### config.mk
export PLATFORM = sky130hd
export DESIGN_NAME = i2s_audio_out_flat
export DESIGN_NICKNAME = d
export VERILOG_FILES = /design/src/rtl/audio_pkg.sv /design/src/rtl/i2s_audio_out_if.sv /design/src/rtl/audio_sat.sv /design/src/rtl/i2s_audio_out.sv /design/src/flat_wrapper.sv
export SDC_FILE = /design/constraint.sdc
export NUM_CORES = 1
export LEC_CHECK = 0
export CAP_MARGIN = 15
export CORE_MARGIN = 2
export CORE_UTILIZATION = 55
export CTS_CLUSTER_SIZE = 28
export DETAILED_ROUTE_END_ITERATION = 10
export PLACE_DENSITY = 0.81
export SYNTH_ARGS = -nofsm -noshare
export SYNTH_HDL_FRONTEND = slang
export SYNTH_SLANG_ARGS = --single-unit
### constraint.sdc
create_clock -name CLK -period 3.32 [get_ports CLK]
set_input_delay 0.664 -clock CLK [delete_from_list [all_inputs] [get_ports CLK]]
set_output_delay 0.664 -clock CLK [all_outputs]
set_load 0.05 [all_outputs]
### src/rtl/audio_pkg.sv
// Shared constants and types for the I2S audio output stage.
package audio_pkg;

   localparam int unsigned FRAME_BITS = 64;
   localparam int unsigned SLOT_BITS  = 32;
   localparam int unsigned DATA_BITS  = 16;

   typedef enum logic {IDLE, RUN} i2s_state_t;

   typedef logic signed [15:0] pcm16_t;

endpackage

### src/rtl/i2s_audio_out_if.sv
// Sample hand-off between the synth mixer (master) and the I2S output stage (slave).
interface i2s_audio_out_if;

   logic               SAMPLE_VALID;
   logic signed [31:0] SAMPLE_IN;
   logic               SAMPLE_REQ;

   modport master (
      output SAMPLE_VALID,
      output SAMPLE_IN,
      input  SAMPLE_REQ
   );

   modport slave (
      input  SAMPLE_VALID,
      input  SAMPLE_IN,
      output SAMPLE_REQ
   );

endinterface

### src/rtl/audio_sat.sv
// Arithmetic shift and narrowing of the 32-bit mix to a 16-bit PCM word.
// AUDIO_SAT_EN selects saturation with clip detect; otherwise the word wraps.
module audio_sat
   import audio_pkg::*;
#(
   parameter int unsigned SHIFT = 15
) (
   input  logic signed [31:0] din,
   output pcm16_t             dout,
   output logic               clip
);

   logic signed [31:0] t;

   assign t = din >>> SHIFT;

`ifdef AUDIO_SAT_EN
   always_comb begin
      dout = t[15:0];
      clip = 1'b0;
      if (t > 32'sd32767) begin
         dout = 16'sh7FFF;
         clip = 1'b1;
      end else if (t < -32'sd32768) begin
         dout = 16'sh8000;
         clip = 1'b1;
      end
   end
`else
   logic unused_hi;

   assign dout      = t[15:0];
   assign clip      = 1'b0;
   assign unused_hi = ^t[31:16];
`endif

endmodule

### src/rtl/i2s_audio_out.sv
// Mono (L=R) 16-bit I2S serializer with one-deep sample buffer and sticky status flags.
// Optional AUDIO_SAT_EN build saturates the conversion and reports CLIP.
module i2s_audio_out
   import audio_pkg::*;
#(
   parameter int unsigned CLK_DIV = 8,
   parameter int unsigned SHIFT   = 15
) (
   input  logic            CLK,
   input  logic            RESET,
   i2s_audio_out_if.slave  mix,
   input  logic            CLR_FLAGS,
   output logic            AUD_BCLK,
   output logic            AUD_DACLRCK,
   output logic            AUD_DACDAT,
   output logic            UNDERRUN,
   output logic            OVERRUN,
   output logic            CLIP
);

   localparam int unsigned DIV_W  = $clog2(CLK_DIV);
   localparam int unsigned BIT_W  = $clog2(FRAME_BITS);
   localparam int unsigned SLOT_W = $clog2(SLOT_BITS);
   localparam int unsigned DATA_W = $clog2(DATA_BITS);
   localparam logic [DIV_W-1:0] DIV_LAST = DIV_W'(CLK_DIV - 1);
   localparam logic [BIT_W-1:0] BIT_LAST = BIT_W'(FRAME_BITS - 1);

   i2s_state_t       state_q;
   logic             boot_q;
   logic [DIV_W-1:0] div_q;
   logic             bclk_q;
   logic [BIT_W-1:0] bit_q;
   logic             lrck_q;
   logic             dat_q;
   logic             req_q;
   pcm16_t           shreg_q;
   pcm16_t           pend_q;
   logic             pend_vld_q;
   logic             underrun_q;
   logic             overrun_q;
   logic             clip_q;

   pcm16_t            conv;
   logic              conv_clip;
   logic              div_wrap;
   logic              bclk_fall;
   logic              frame_load;
   logic [BIT_W-1:0]  bit_nx;
   logic [SLOT_W-1:0] slot_nx;
   logic [DATA_W-1:0] data_idx;
   logic              slot_bit;

   // One converter serves both the pending-capture and the bypass path.
   audio_sat #(
      .SHIFT (SHIFT)
   ) u_sat (
      .din  (mix.SAMPLE_IN),
      .dout (conv),
      .clip (conv_clip)
   );

   always_comb begin
      div_wrap   = (div_q == DIV_LAST);
      bclk_fall  = (state_q == RUN) && div_wrap && bclk_q;
      frame_load = bclk_fall && (bit_q == BIT_LAST);
      bit_nx     = bit_q + BIT_W'(1);
      slot_nx    = bit_nx[SLOT_W-1:0];
      data_idx   = DATA_W'(SLOT_W'(DATA_BITS) - slot_nx);
      slot_bit   = 1'b0;
      // Slot 0 is the I2S one-bit delay; bits past the word are padding.
      if ((slot_nx != '0) && (slot_nx <= SLOT_W'(DATA_BITS))) begin
         slot_bit = shreg_q[data_idx];
      end
   end

   always_ff @(posedge CLK) begin
      if (RESET) begin
         state_q    <= IDLE;
         boot_q     <= 1'b1;
         div_q      <= '0;
         bclk_q     <= 1'b0;
         bit_q      <= '0;
         lrck_q     <= 1'b0;
         dat_q      <= 1'b0;
         req_q      <= 1'b0;
         shreg_q    <= '0;
         pend_q     <= '0;
         pend_vld_q <= 1'b0;
         underrun_q <= 1'b0;
         overrun_q  <= 1'b0;
         clip_q     <= 1'b0;
      end else begin
         req_q <= 1'b0;
         if (CLR_FLAGS) begin
            underrun_q <= 1'b0;
            overrun_q  <= 1'b0;
            clip_q     <= 1'b0;
         end
         if (mix.SAMPLE_VALID && conv_clip) begin
            clip_q <= 1'b1;
         end
         unique case (state_q)
            IDLE: begin
               if (boot_q) begin
                  req_q  <= 1'b1;
                  boot_q <= 1'b0;
               end
               if (mix.SAMPLE_VALID) begin
                  shreg_q <= conv;
                  state_q <= RUN;
               end
            end
            RUN: begin
               if (div_wrap) begin
                  div_q  <= '0;
                  bclk_q <= ~bclk_q;
               end else begin
                  div_q <= div_q + DIV_W'(1);
               end
               if (bclk_fall) begin
                  bit_q  <= bit_nx;
                  lrck_q <= bit_nx[BIT_W-1];
                  dat_q  <= slot_bit;
               end
               if (frame_load) begin
                  req_q <= 1'b1;
                  if (mix.SAMPLE_VALID) begin
                     // Newest sample wins; an unconsumed pending word is dropped.
                     shreg_q    <= conv;
                     pend_vld_q <= 1'b0;
                     if (pend_vld_q) begin
                        overrun_q <= 1'b1;
                     end
                  end else if (pend_vld_q) begin
                     shreg_q    <= pend_q;
                     pend_vld_q <= 1'b0;
                  end else begin
                     underrun_q <= 1'b1;
                  end
               end else if (mix.SAMPLE_VALID) begin
                  pend_q     <= conv;
                  pend_vld_q <= 1'b1;
                  if (pend_vld_q) begin
                     overrun_q <= 1'b1;
                  end
               end
            end
         endcase
      end
   end

   assign mix.SAMPLE_REQ = req_q;
   assign AUD_BCLK       = bclk_q;
   assign AUD_DACLRCK    = lrck_q;
   assign AUD_DACDAT     = dat_q;
   assign UNDERRUN       = underrun_q;
   assign OVERRUN        = overrun_q;
   assign CLIP           = clip_q;

endmodule
### src/flat_wrapper.sv
// flat-port wrapper written by rule: the top's interface ports become plain ports
module i2s_audio_out_flat import audio_pkg::*;
#(
   parameter int unsigned CLK_DIV = 8,
   parameter int unsigned SHIFT   = 15
)
  (CLK, RESET, CLR_FLAGS, AUD_BCLK, AUD_DACLRCK, AUD_DACDAT, UNDERRUN, OVERRUN, CLIP, mix_SAMPLE_VALID, mix_SAMPLE_IN, mix_SAMPLE_REQ);
  i2s_audio_out_if mix_i ();
  input  logic CLK;
  input  logic RESET;
  input  logic CLR_FLAGS;
  output logic AUD_BCLK;
  output logic AUD_DACLRCK;
  output logic AUD_DACDAT;
  output logic UNDERRUN;
  output logic OVERRUN;
  output logic CLIP;
  input wire logic [$bits(mix_i.SAMPLE_VALID)-1:0] mix_SAMPLE_VALID;
  input wire logic [$bits(mix_i.SAMPLE_IN)-1:0] mix_SAMPLE_IN;
  output wire logic [$bits(mix_i.SAMPLE_REQ)-1:0] mix_SAMPLE_REQ;
  assign mix_i.SAMPLE_VALID = mix_SAMPLE_VALID;
  assign mix_i.SAMPLE_IN = mix_SAMPLE_IN;
  assign mix_SAMPLE_REQ = mix_i.SAMPLE_REQ;
  i2s_audio_out #(.CLK_DIV(CLK_DIV), .SHIFT(SHIFT)) u_core (.CLK(CLK), .RESET(RESET), .mix(mix_i), .CLR_FLAGS(CLR_FLAGS), .AUD_BCLK(AUD_BCLK), .AUD_DACLRCK(AUD_DACLRCK), .AUD_DACDAT(AUD_DACDAT), .UNDERRUN(UNDERRUN), .OVERRUN(OVERRUN), .CLIP(CLIP));
endmodule
==> results of run 1 <==
[metrics by stage]
step	cells	worst slack [ps]	utilization, %	hold WS, ps
floorplan	226	1200	-	431
global placement	286	1010	62.8	436
detailed placement	286	926	62.8	444
CTS	293	907	64.9	463
global route	293	730	64.9	489
finish	293	921	64.9	458
[cell usage in the layout (no fill, tap or decap), drive strengths merged]
cell / netlist / layout
dfxtp: 49 / 49
nor2: 47 / 47
mux2i: 34 / 34
clkdlybuf4s50: 0 / 24
a211oi: 17 / 17
nand2: 10 / 10
a21oi: 7 / 7
clkbuf: 8 / 7
xor2: 5 / 5
buf: 11 / 5
inv: 4 / 4
mux4: 4 / 4
nand4: 4 / 4
nor3: 3 / 3
ha: 3 / 3
and3: 3 / 3
nand3: 3 / 3
xnor2: 2 / 2
nand2b: 2 / 2
a21o: 1 / 1
a32oi: 1 / 1
nor4bb: 1 / 1
a211o: 1 / 1
a21boi: 1 / 1
nor3b: 1 / 1
a2bb2oi: 1 / 1
nand3b: 1 / 1
o41ai: 1 / 1
conb: 1 / 1
[area by class of cell]
class / count / area share, %
Multi-Input combinational cell: 154 / 45.3
Sequential cell: 49 / 37.8
Timing Repair Buffer: 29 / 10.6
Clock buffer: 7 / 3.32
Tap cell: 50 / 2.41
Inverter: 4 / 0.578
[registers in the layout, summed over array words and instances, names as in the netlist]
name and cells:
u_core.OVERRUN 1, u_core.AUD_DACDAT 1, u_core.div_q 3, u_core.pend_q 16, u_core.bit_q 5, u_core.AUD_BCLK 1
u_core.AUD_DACLRCK 1, u_core.mix.SAMPLE_REQ 1, u_core.pend_vld_q 1, u_core.shreg_q 16, u_core.boot_q 1, u_core.state_q 1
u_core.UNDERRUN 1
[worst reg2reg max path, delay by kind of cell, from the launching register on]
kind / cells / cell delay (ps)
adders and majority gates: 2 / 410
DFF: 1 / 340
and+or+nand+nor: 5 / 1170
muxes: 1 / 340
[power by group through the flow]
stage / clock (mW) / sequential [mW] / combinational, mW
finish: 0.348 / 0.633 / 0.152
CTS: 0.362 / 0.633 / 0.154
global placement: 0 / 0.645 / 0.149
detailed placement: 0 / 0.647 / 0.153
global route: 0.383 / 0.636 / 0.167
floorplan: 0 / 0.647 / 0.112
[worst min-delay path by stage]
stage | endpoint | slack [ps] | cells past startpoint
2_1_floorplan | u_core.boot_q$_SDFFE_PP1N_ | 430 | 1
3_3_place_gp | u_core.boot_q$_SDFFE_PP1N_ | 440 | 1
3_5_place_dp | u_core.boot_q$_SDFFE_PP1N_ | 440 | 1
4_1_cts | u_core.boot_q$_SDFFE_PP1N_ | 460 | 1
5_1_grt | u_core.boot_q$_SDFFE_PP1N_ | 490 | 1
6_report | u_core.boot_q$_SDFFE_PP1N_ | 460 | 1
[metal layers]
metal | share of wire [%] | vias up | track usage, %
li1 | - | 816 | -
met1 | 45 | 772 | 24.4
met2 | 49 | 31 | 32.1
met3 | 4.5 | 5 | 6.41
met4 | 1.6 | 0 | 9.00
met5 | 0 | - | 0
[kinds of logic after synthesis]
kind of cell	count (synthesis)	synth area share, %
AOI/OAI and AO/OA	30	12.9
xor gates and xnor gates	7	2.68
adders and majority gates	3	1.64
buffers and inverters	23	5.48
DFF	49	43.0
muxes	38	18.8
other	1	0.164
and+or+nand+nor	75	15.3
==> metrics.cfg, run 1 <==
[status]
status = finished clean

[critical_path]
r2r_start = u_core.div_q[0]$_SDFFE_PP0P_
cp_slowest_cell = nand3_2
crit_fanout = 16
rr_endpoint = u_core.pend_q[7]$_SDFFE_PP0P_
cp.depth = 8
path_delay_family = simple AND/OR/NAND/NOR gates
path_class = reg -> reg
endpoint_kind = flip-flop
r2r_slack_ps = 920
crit_path_end = u_core.pend_q[7]$_SDFFE_PP0P_
cp-start-kind = flip-flop
path_common_cell = ha_1
critPathMaxStageDelay_ps = 480
cp_num_buf_inv = 0
rr_worst_depth = 8
worst_ep_arrival_time_ps = 2560
crit_required_ps = 3480
cp-startpoint = u_core.div_q[0]$_SDFFE_PP0P_
critical_path.cell_chain = ha_1, ha_1, and3_1, and3_4, nand4_4, nand3_2, mux2i_1, nor2_1

[yosys]
avgSynthCellArea_um2 = 10.1
synth_edf_count = 0
ys_seq_area_share_pct = 43.0
synth_fp_nets = 265
synth_most_common_cell = dfxtp_1
netlist_instances = 226
ys_types = 36
ys_seq_elements = 49
ys_top_cells_by_count = dfxtp_1 (49), nor2_1 (47), mux2i_1 (34)
synth_ff_type = dfxtp_1
yosysTopAreaCell = dfxtp_1
synthesis.area_um2 = 2280
synth.area.top_cells = dfxtp_1 (43%), mux2i_1 (15%), nor2_1 (7.7%)
synthArstFlopShare_pct = 0
ys_warn_count = 0
synth_top_area_share_pct = 43.0

[pwr]
p_clk_share_pct = 30.7
p_sw_uw = 277
seq_power_share_pct = 55.9
peakVddDrop_uv = 338
p_sw_share_pct = 24.5
power.total_mw = 1.13
pwr-share-comb_pct = 13.4
power_density_nw_per_um2 = 436
p_leak_nw = 1.14
internal-power_uw = 856

[grt]
antenna_found_initial = 0
grtUsageTotal_pct = 20.0
grt_pass1_wl_um = 6780
grt_pass1_vias = 1538
grt_max_degree = 39
grt_overflow_total = 0

[placed_design]
place.port_buffers = 25
globalplace.congestion = 0.773
placed_area_um2 = 2510
hpwl_um = 2770

[drt]
via_count = 1624
ant_nets = 0
wl_per_cell_um = 13.7
drt-total-wl_um = 4020
drt_pass1_iterations = 4
dr.first_iter.drc_count = 77
via_per_inst = 5.54
drcViolationCount = 0

[final_layout]
multi_input_area_um2 = 1180
regArea_um2 = 981
final_cell_area_um2 = 2600
layout-drive-gt1-share_pct = 13.6
area_growth_pct = 13.8
n_fill_cell = 330
diodes = 0
fin_nets = 282

[sta]
rsz0062_at_grt = no
fmax_ghz = 0.417
max_slew_margin_pct = 50.1
setup_violations = 0
worst_pin_slew_ps = 749
setup_tns_ps = 0
fin_worst_skew_ps = 10.2
slew_viol_final = 0
fin_crit_sh_pct = 72.3
hold_viol_final = 0
fin_crit_ps = 2400

[clock_tree]
cts_tree = built
cts_resized = 0
postCtsHoldBufs = 0
clkTransAtPathRegs_ps = 90
cts_setup_buffers = 0
clk_latency_ps = 300
clockRootBuffer = clkbuf_8
cts_sinks = 49
cts_buffers = 5
h-tree-depth = 2
clock_path_buffers = 2

[job]
max-cap-violations = 0

[die]
boundaryPins = 43
dieHeight_um = 68.4
die_x_um = 68.4
rows = 23
dieArea_um2 = 4680
core_area_um2 = 4000
start_util_pct = 57.1

[hold_path]
hold_class = reg -> reg
hp-start = u_core.boot_q$_SDFFE_PP1N_

Note: power is estimated with default switching activity, not from simulation.
==> inputs of run 2 (changes only) <==
Settings changed: CORE_UTILIZATION 55 to 51, PLACE_DENSITY 0.81 to 0.75.
Clock period 3.32 ns to 2.5 ns, I/O delays scaled along.
==> run 2 against run 1 <==
  * Count of clock-buffer cells in the layout fell by 2
  * Core utilization fell by 2.7 points
  * Cell area rose by 3.6%
  * Non-clock buffer count rose by 3
  * Sequential cell count did not move
  * Clock power rose by 91%
  * Critical path depth rose by 1
  * Sequential power rose by 33%
  * Final cell count rose by 2.0%
  * Worst setup slack got worse by 680 ps
  * First-iteration DRC count rose by 58%
  * Combinational power rose by 36%
  * Largest cell class unchanged
  * Largest power group unchanged
==> metrics.cfg, run 2 (same netlist as run 1, synthesis figures left out) <==
[drt]
drcViolationCount = 0  ; unchanged
drt_pass1_iterations = 4  ; unchanged
wl_per_cell_um = 13.7  ; about the same
via_count = 1597  ; was 1624
via_per_inst = 5.34  ; was 5.54
ant_nets = 0  ; unchanged
dr.first_iter.drc_count = 122  ; was 77
drt-total-wl_um = 4110  ; was 4020 µm

[final_layout]
diodes = 0  ; unchanged
layout-drive-gt1-share_pct = 15.4  ; was 13.6%
fin_nets = 285  ; was 282
fin_cells = 299  ; was 293
mostFrequentLayoutCells = dfxtp_1 (49), nor2_1 (47), mux2i_1 (34)  ; unchanged
final_common_cell = dfxtp_1  ; unchanged
area_growth_pct = 17.8  ; was 13.8%
top_regs = u_core.pend_q x16, u_core.shreg_q x16, u_core.bit_q x5  ; unchanged
final_core_utilization_pct = 62.2  ; was 64.9%

[clock_tree]
cts_buffers = 5  ; unchanged
cts_setup_buffers = 0  ; unchanged
cts_tree = built  ; unchanged
clkTransAtPathRegs_ps = 80  ; was 90 ps
clockRootBuffer = clkbuf_8  ; unchanged
clk_latency_ps = 310  ; was 300 ps
clock_path_buffers = 2  ; unchanged
cts_sinks = 49  ; unchanged
h-tree-depth = 2  ; unchanged

[die]
dieHeight_um = 70.9  ; was 68.4 µm
boundaryPins = 43  ; unchanged
rows = 24  ; was 23
start_util_pct = 52.8  ; was 57.1%
core_area_um2 = 4320  ; was 4000 µm²
die_x_um = 70.9  ; was 68.4 µm
dieArea_um2 = 5030  ; was 4680 µm²

[hold_path]
holdPathStages = 1  ; unchanged
hp-start = u_core.boot_q$_SDFFE_PP1N_  ; unchanged
hold_class = reg -> reg  ; unchanged
hold_end = u_core.boot_q$_SDFFE_PP1N_  ; unchanged

[pwr]
internal-power_mw = 1.32  ; was 856 µW
seq_power_share_pct = 49.2  ; was 55.9%
p_sw_share_pct = 22.9  ; was 24.5%
power.total_mw = 1.71  ; was 1.13 mW
p_leak_nw = 1.19  ; was 1.14 nW
peakVddDrop_uv = 404  ; was 338 µV
pwr-share-comb_pct = 12.1  ; was 13.4%
p_clk_share_pct = 38.7  ; was 30.7%
p_sw_uw = 393  ; was 277 µW
power_density_nw_per_um2 = 636  ; was 436 nW/µm²

[sta]
max_slew_margin_pct = 63.5  ; was 50.1%
fin_crit_sh_pct = 90.5  ; was 72.3%
fin_worst_skew_ps = 8.86  ; was 10.2 ps
setup_tns_ps = 0  ; unchanged
rsz0062_at_grt = no  ; unchanged
hold_viol_final = 0  ; unchanged
fmax_ghz = 0.442  ; was 0.417 GHz
worst_pin_slew_ps = 547  ; was 749 ps
slew_viol_final = 0  ; unchanged
setup_violations = 0  ; unchanged
fin_crit_ps = 2260  ; was 2400 ps

[critical_path]
crit_required_ps = 2730  ; was 3480 ps
cp-start-kind = flip-flop  ; unchanged
r2r_slack_ps = 240  ; was 920 ps
crit_fanout = 32  ; was 16
rr_endpoint = u_core.shreg_q[14]$_SDFFE_PP0P_  ; was u_core.pend_q[7]$_SDFFE_PP0P_
rr_worst_depth = 9  ; was 8
path_class = reg -> reg  ; unchanged
worst_ep_arrival_time_ps = 2490  ; was 2560 ps
endpoint_kind = flip-flop  ; unchanged
r2r_start = u_core.div_q[0]$_SDFFE_PP0P_  ; unchanged

[placed_design]
hpwl_um = 2730  ; was 2770 µm
place.port_buffers = 25  ; unchanged
dp_cells = 291  ; was 286
globalplace.congestion = 0.772  ; was 0.773

[grt]
grt_max_degree = 33  ; was 39
grt_pass1_wl_um = 7330  ; was 6780 µm
grt_pass1_vias = 1585  ; was 1538
grtUsageTotal_pct = 18.5  ; was 20.0%
antenna_found_initial = 0  ; unchanged
grt_overflow_total = 0  ; unchanged

[status]
status = finished clean  ; unchanged

[job]
max-cap-violations = 0  ; unchanged

==> run 2: area by class of cell <==
type | count | area, µm²
clock buffer | 5 | 68.8
clock inverter | 3 | 65.1
fill | 359 | 1630
inverter | 4 | 15.0
multi-input combinational | 154 | 1180
sequential | 49 | 981
tap | 52 | 65.1
timing repair buffer | 32 | 310
==> run 2: worst max-delay path by stage <==
stage | from | to | slack, ps | cells past startpoint
CTS | u_core.div_q[0]$_SDFFE_PP0P_ | u_core.pend_q[0]$_SDFFE_PP0P_ | 70 | 8
detailed placement | u_core.div_q[0]$_SDFFE_PP0P_ | u_core.pend_q[0]$_SDFFE_PP0P_ | 110 | 8
floorplan | u_core.AUD_BCLK$_SDFFE_PP0N_ | u_core.pend_q[0]$_SDFFE_PP0P_ | 380 | 8
global placement | u_core.div_q[0]$_SDFFE_PP0P_ | u_core.pend_q[12]$_SDFFE_PP0P_ | 180 | 8
finish | u_core.div_q[0]$_SDFFE_PP0P_ | u_core.shreg_q[14]$_SDFFE_PP0P_ | 240 | 9
global route | u_core.div_q[0]$_SDFFE_PP0P_ | u_core.shreg_q[0]$_SDFFE_PP0P_ | 40 | 9
==> run 2: stage by stage <==
step                setup slack (ps)  hold WS, ps  instance area [µm²]
finish                           239          469                 2690
global route                    44.9          496                 2690
CTS                             71.2          468                 2680
detailed placement               107          447                 2550
global placement                 176          442                 2550
floorplan                        383          431                 2280
==> run 2: repair_timing <==
action                     CTS  global route
hold buffers                 0             0
setup endpoints to repair    0            14
resized for setup            0             1
==> run 2: routing by layer <==
layer	part of all wire [%]	routed length, µm	vias to the layer above	global-route usage (%)
li1	-	-	826	-
met1	49	2020	747	23.7
met2	46	1900	18	29.9
met3	2.7	109	6	4.56
met4	1.9	76	0	7.97
met5	0	0	-	0
==> run 2: worst max-delay path, cell delays in order (launching register included) <==
cell	delay, ps
dfxtp_1	370
ha_1	160
ha_1	220
and3_1	320
and3_4	250
nand4_4	180
a21oi_4	210
buf_12	210
nor2_1	70
a211oi_2	190
==> run 2: power by group through the flow <==
stage	Clock, mW	Sequential (mW)	Combinational (mW)
finish	0.663	0.841	0.207
global route	0.706	0.846	0.230
CTS	0.677	0.841	0.209
detailed placement	0	0.859	0.207
global placement	0	0.857	0.204
floorplan	0	0.859	0.148
==> inputs of run 3 (changes only) <==
Settings changed: CORE_UTILIZATION 51 to 55, PLACE_DENSITY 0.75 to 0.81, TNS_END_PERCENT set to 10.
Clock period 2.5 ns to 2.8 ns, I/O delays scaled along.
==> run 3 against run 2 <==
  * Cell area decreased by 2.8%
  * Fmax fell by 5.1%
  * Clock skew decreased by 6.0 ps
  * Via count up 0.75%
  * Worst setup slack better by 180 ps
  * Register-to-register slack better by 180 ps
==> metrics.cfg, run 3 (same netlist as run 1, synthesis figures left out) <==
[clock_tree]
clockRootBuffer = clkbuf_8  ; unchanged
cts_tree = built  ; unchanged
clock_path_buffers = 2  ; unchanged
cts_sinks = 49  ; unchanged
clkTransAtPathRegs_ps = 80  ; about the same
cts_resized = 0  ; unchanged
h-tree-depth = 2  ; unchanged
postCtsHoldBufs = 0  ; unchanged
cts_buffers = 5  ; unchanged
clk_latency_ps = 290  ; was 310 ps
cts_setup_buffers = 0  ; unchanged

[status]
status = finished clean  ; unchanged

[final_layout]
layout-drive-gt1-share_pct = 14.2  ; was 15.4%
diodes = 0  ; unchanged
multi_input_area_um2 = 1180  ; about the same
mostFrequentLayoutCells = dfxtp_1 (49), nor2_1 (47), mux2i_1 (34)  ; unchanged
area_growth_pct = 14.5  ; was 17.8%
final_core_utilization_pct = 65.3  ; was 62.2%
top_regs = u_core.pend_q x16, u_core.shreg_q x16, u_core.bit_q x5  ; unchanged
fin_nets = 285  ; unchanged
fin_cells = 297  ; was 299
regArea_um2 = 981  ; unchanged
n_fill_cell = 325  ; was 359
final_common_cell = dfxtp_1  ; unchanged

[grt]
grt_overflow_total = 0  ; unchanged
antenna_found_initial = 0  ; unchanged
grtUsageTotal_pct = 18.8  ; was 18.5%
grt_pass1_vias = 1454  ; was 1585
grt_max_degree = 33  ; unchanged
grt_pass1_wl_um = 6440  ; was 7330 µm

[sta]
fmax_ghz = 0.420  ; was 0.442 GHz
max_slew_margin_pct = 63.5  ; about the same
fin_worst_skew_ps = 2.85  ; was 8.86 ps
setup_violations = 0  ; unchanged
hold_viol_final = 0  ; unchanged
worst_pin_slew_ps = 548  ; was 547 ps
slew_viol_final = 0  ; unchanged
setup_tns_ps = 0  ; unchanged
fin_crit_ps = 2380  ; was 2260 ps
fin_crit_sh_pct = 85.1  ; was 90.5%
rsz0062_at_grt = no  ; unchanged

[drt]
ant_nets = 0  ; unchanged
wl_met3_um = 142  ; was 109 µm
drt-total-wl_um = 3870  ; was 4110 µm
via_count = 1609  ; was 1597
wl_per_cell_um = 13.0  ; was 13.7 µm
drcViolationCount = 0  ; unchanged
wl_met1_um = 1840  ; was 2020 µm
highest_layer = met4  ; unchanged
dr.first_iter.drc_count = 75  ; was 122
wl_met2_um = 1860  ; was 1900 µm
drt_pass1_iterations = 4  ; unchanged
via_per_inst = 5.42  ; was 5.34

[pwr]
peakVddDrop_uv = 359  ; was 404 µV
power_density_nw_per_um2 = 503  ; was 636 nW/µm²
p_leak_nw = 1.15  ; was 1.19 nW

[critical_path]
cp_slowest_cell = dfxtp_1  ; unchanged
worst_ep_arrival_time_ps = 2600  ; was 2490 ps
r2r_start = u_core.div_q[0]$_SDFFE_PP0P_  ; unchanged
endpoint_kind = flip-flop  ; unchanged
r2r_slack_ps = 420  ; was 240 ps
path_common_cell = ha_1  ; unchanged
cp-start-kind = flip-flop  ; unchanged
crit_required_ps = 3010  ; was 2730 ps
path_class = reg -> reg  ; unchanged
rr_worst_depth = 9  ; unchanged
critPathMaxStageDelay_ps = 370  ; about the same
critical_path.cell_chain = ha_1, ha_1, and3_1, and3_4, nand4_4, a21oi_4, buf_4, nor2_1, a211oi_2  ; was ha_1, ha_1, and3_1, and3_4, nand4_4, a21oi_4, buf_12, nor2_1, a211oi_2
rr_endpoint = u_core.shreg_q[12]$_SDFFE_PP0P_  ; was u_core.shreg_q[14]$_SDFFE_PP0P_
crit_fanout = 32  ; unchanged

[hold_path]
hold_class = reg -> reg  ; unchanged
hp-start = u_core.boot_q$_SDFFE_PP1N_  ; unchanged
hold_end = u_core.boot_q$_SDFFE_PP1N_  ; unchanged
holdPathStages = 1  ; unchanged

[die]
dieHeight_um = 68.4  ; was 70.9 µm
core_area_um2 = 4000  ; was 4320 µm²
rows = 23  ; was 24
start_util_pct = 57.1  ; was 52.8%
die_x_um = 68.4  ; was 70.9 µm
boundaryPins = 43  ; unchanged
dieArea_um2 = 4680  ; was 5030 µm²

[placed_design]
hpwl_um = 2690  ; was 2730 µm
dp_cells = 289  ; was 291
place.port_buffers = 25  ; unchanged
globalplace.congestion = 0.756  ; was 0.772

[job]
max-cap-violations = 0  ; unchanged

==> run 3: cell types whose count changed in the layout (fill, tap and decap cells not counted), sizes merged <==
cell	previous run	this run
clkinv	1	0
clkbuf	5	8
bufinv	2	0
==> run 3: final cells by class <==
cell class / count / share of cell area [%]
well taps: 50 / 2.39
inverters: 4 / 0.574
clock buffers: 8 / 3.06
multi-input cells: 154 / 45.0
repair buffers: 32 / 11.4
flip-flops and latches: 49 / 37.5
==> run 3: worst max-delay path: cells and delay by family, from the launching register on <==
kind	cells	cell delay, ps
simple gates	4	830
compound gates	2	380
flops	1	370
buf+inv	1	360
fa+ha+maj	2	350
==> run 3: per-layer routing <==
metal	track usage [%]	up-vias
li1	-	825
met1	24.1	760
met2	29.6	22
met3	5.59	2
met4	7.50	0
met5	0	-
==> run 3: worst max path at each step <==
stage                                            start                         endpoint  cells past startpoint
after global placement    u_core.div_q[0]$_SDFFE_PP0P_   u_core.shreg_q[2]$_SDFFE_PP0P_                      9
final                     u_core.div_q[0]$_SDFFE_PP0P_  u_core.shreg_q[12]$_SDFFE_PP0P_                      9
after floorplan           u_core.AUD_BCLK$_SDFFE_PP0N_    u_core.pend_q[0]$_SDFFE_PP0P_                      8
after CTS                 u_core.div_q[0]$_SDFFE_PP0P_  u_core.shreg_q[12]$_SDFFE_PP0P_                      9
after detailed placement  u_core.div_q[0]$_SDFFE_PP0P_  u_core.shreg_q[12]$_SDFFE_PP0P_                      9
after global routing      u_core.div_q[0]$_SDFFE_PP0P_  u_core.shreg_q[12]$_SDFFE_PP0P_                      9
==> run 3: through the flow <==
| stage | power (mW) | setup slack (ps) | cell area, µm² | hold slack, ps |
|---|---|---|---|---|
| finish | 1.31 | 418 | 2610 | 472 |
| detailed placement | 0.947 | 448 | 2530 | 461 |
| CTS | 1.33 | 413 | 2610 | 480 |
| floorplan | 0.899 | 683 | 2280 | 431 |
| global placement | 0.943 | 524 | 2530 | 440 |
| global route | 1.39 | 292 | 2610 | 488 |
==> run 3: power breakdown <==
group / leakage, nW / internal, mW / switching [mW]
clock network: 0.0395 / 0.178 / 0.207
logic: 0.712 / 0.0867 / 0.0930
registers: 0.401 / 0.732 / 0.0179
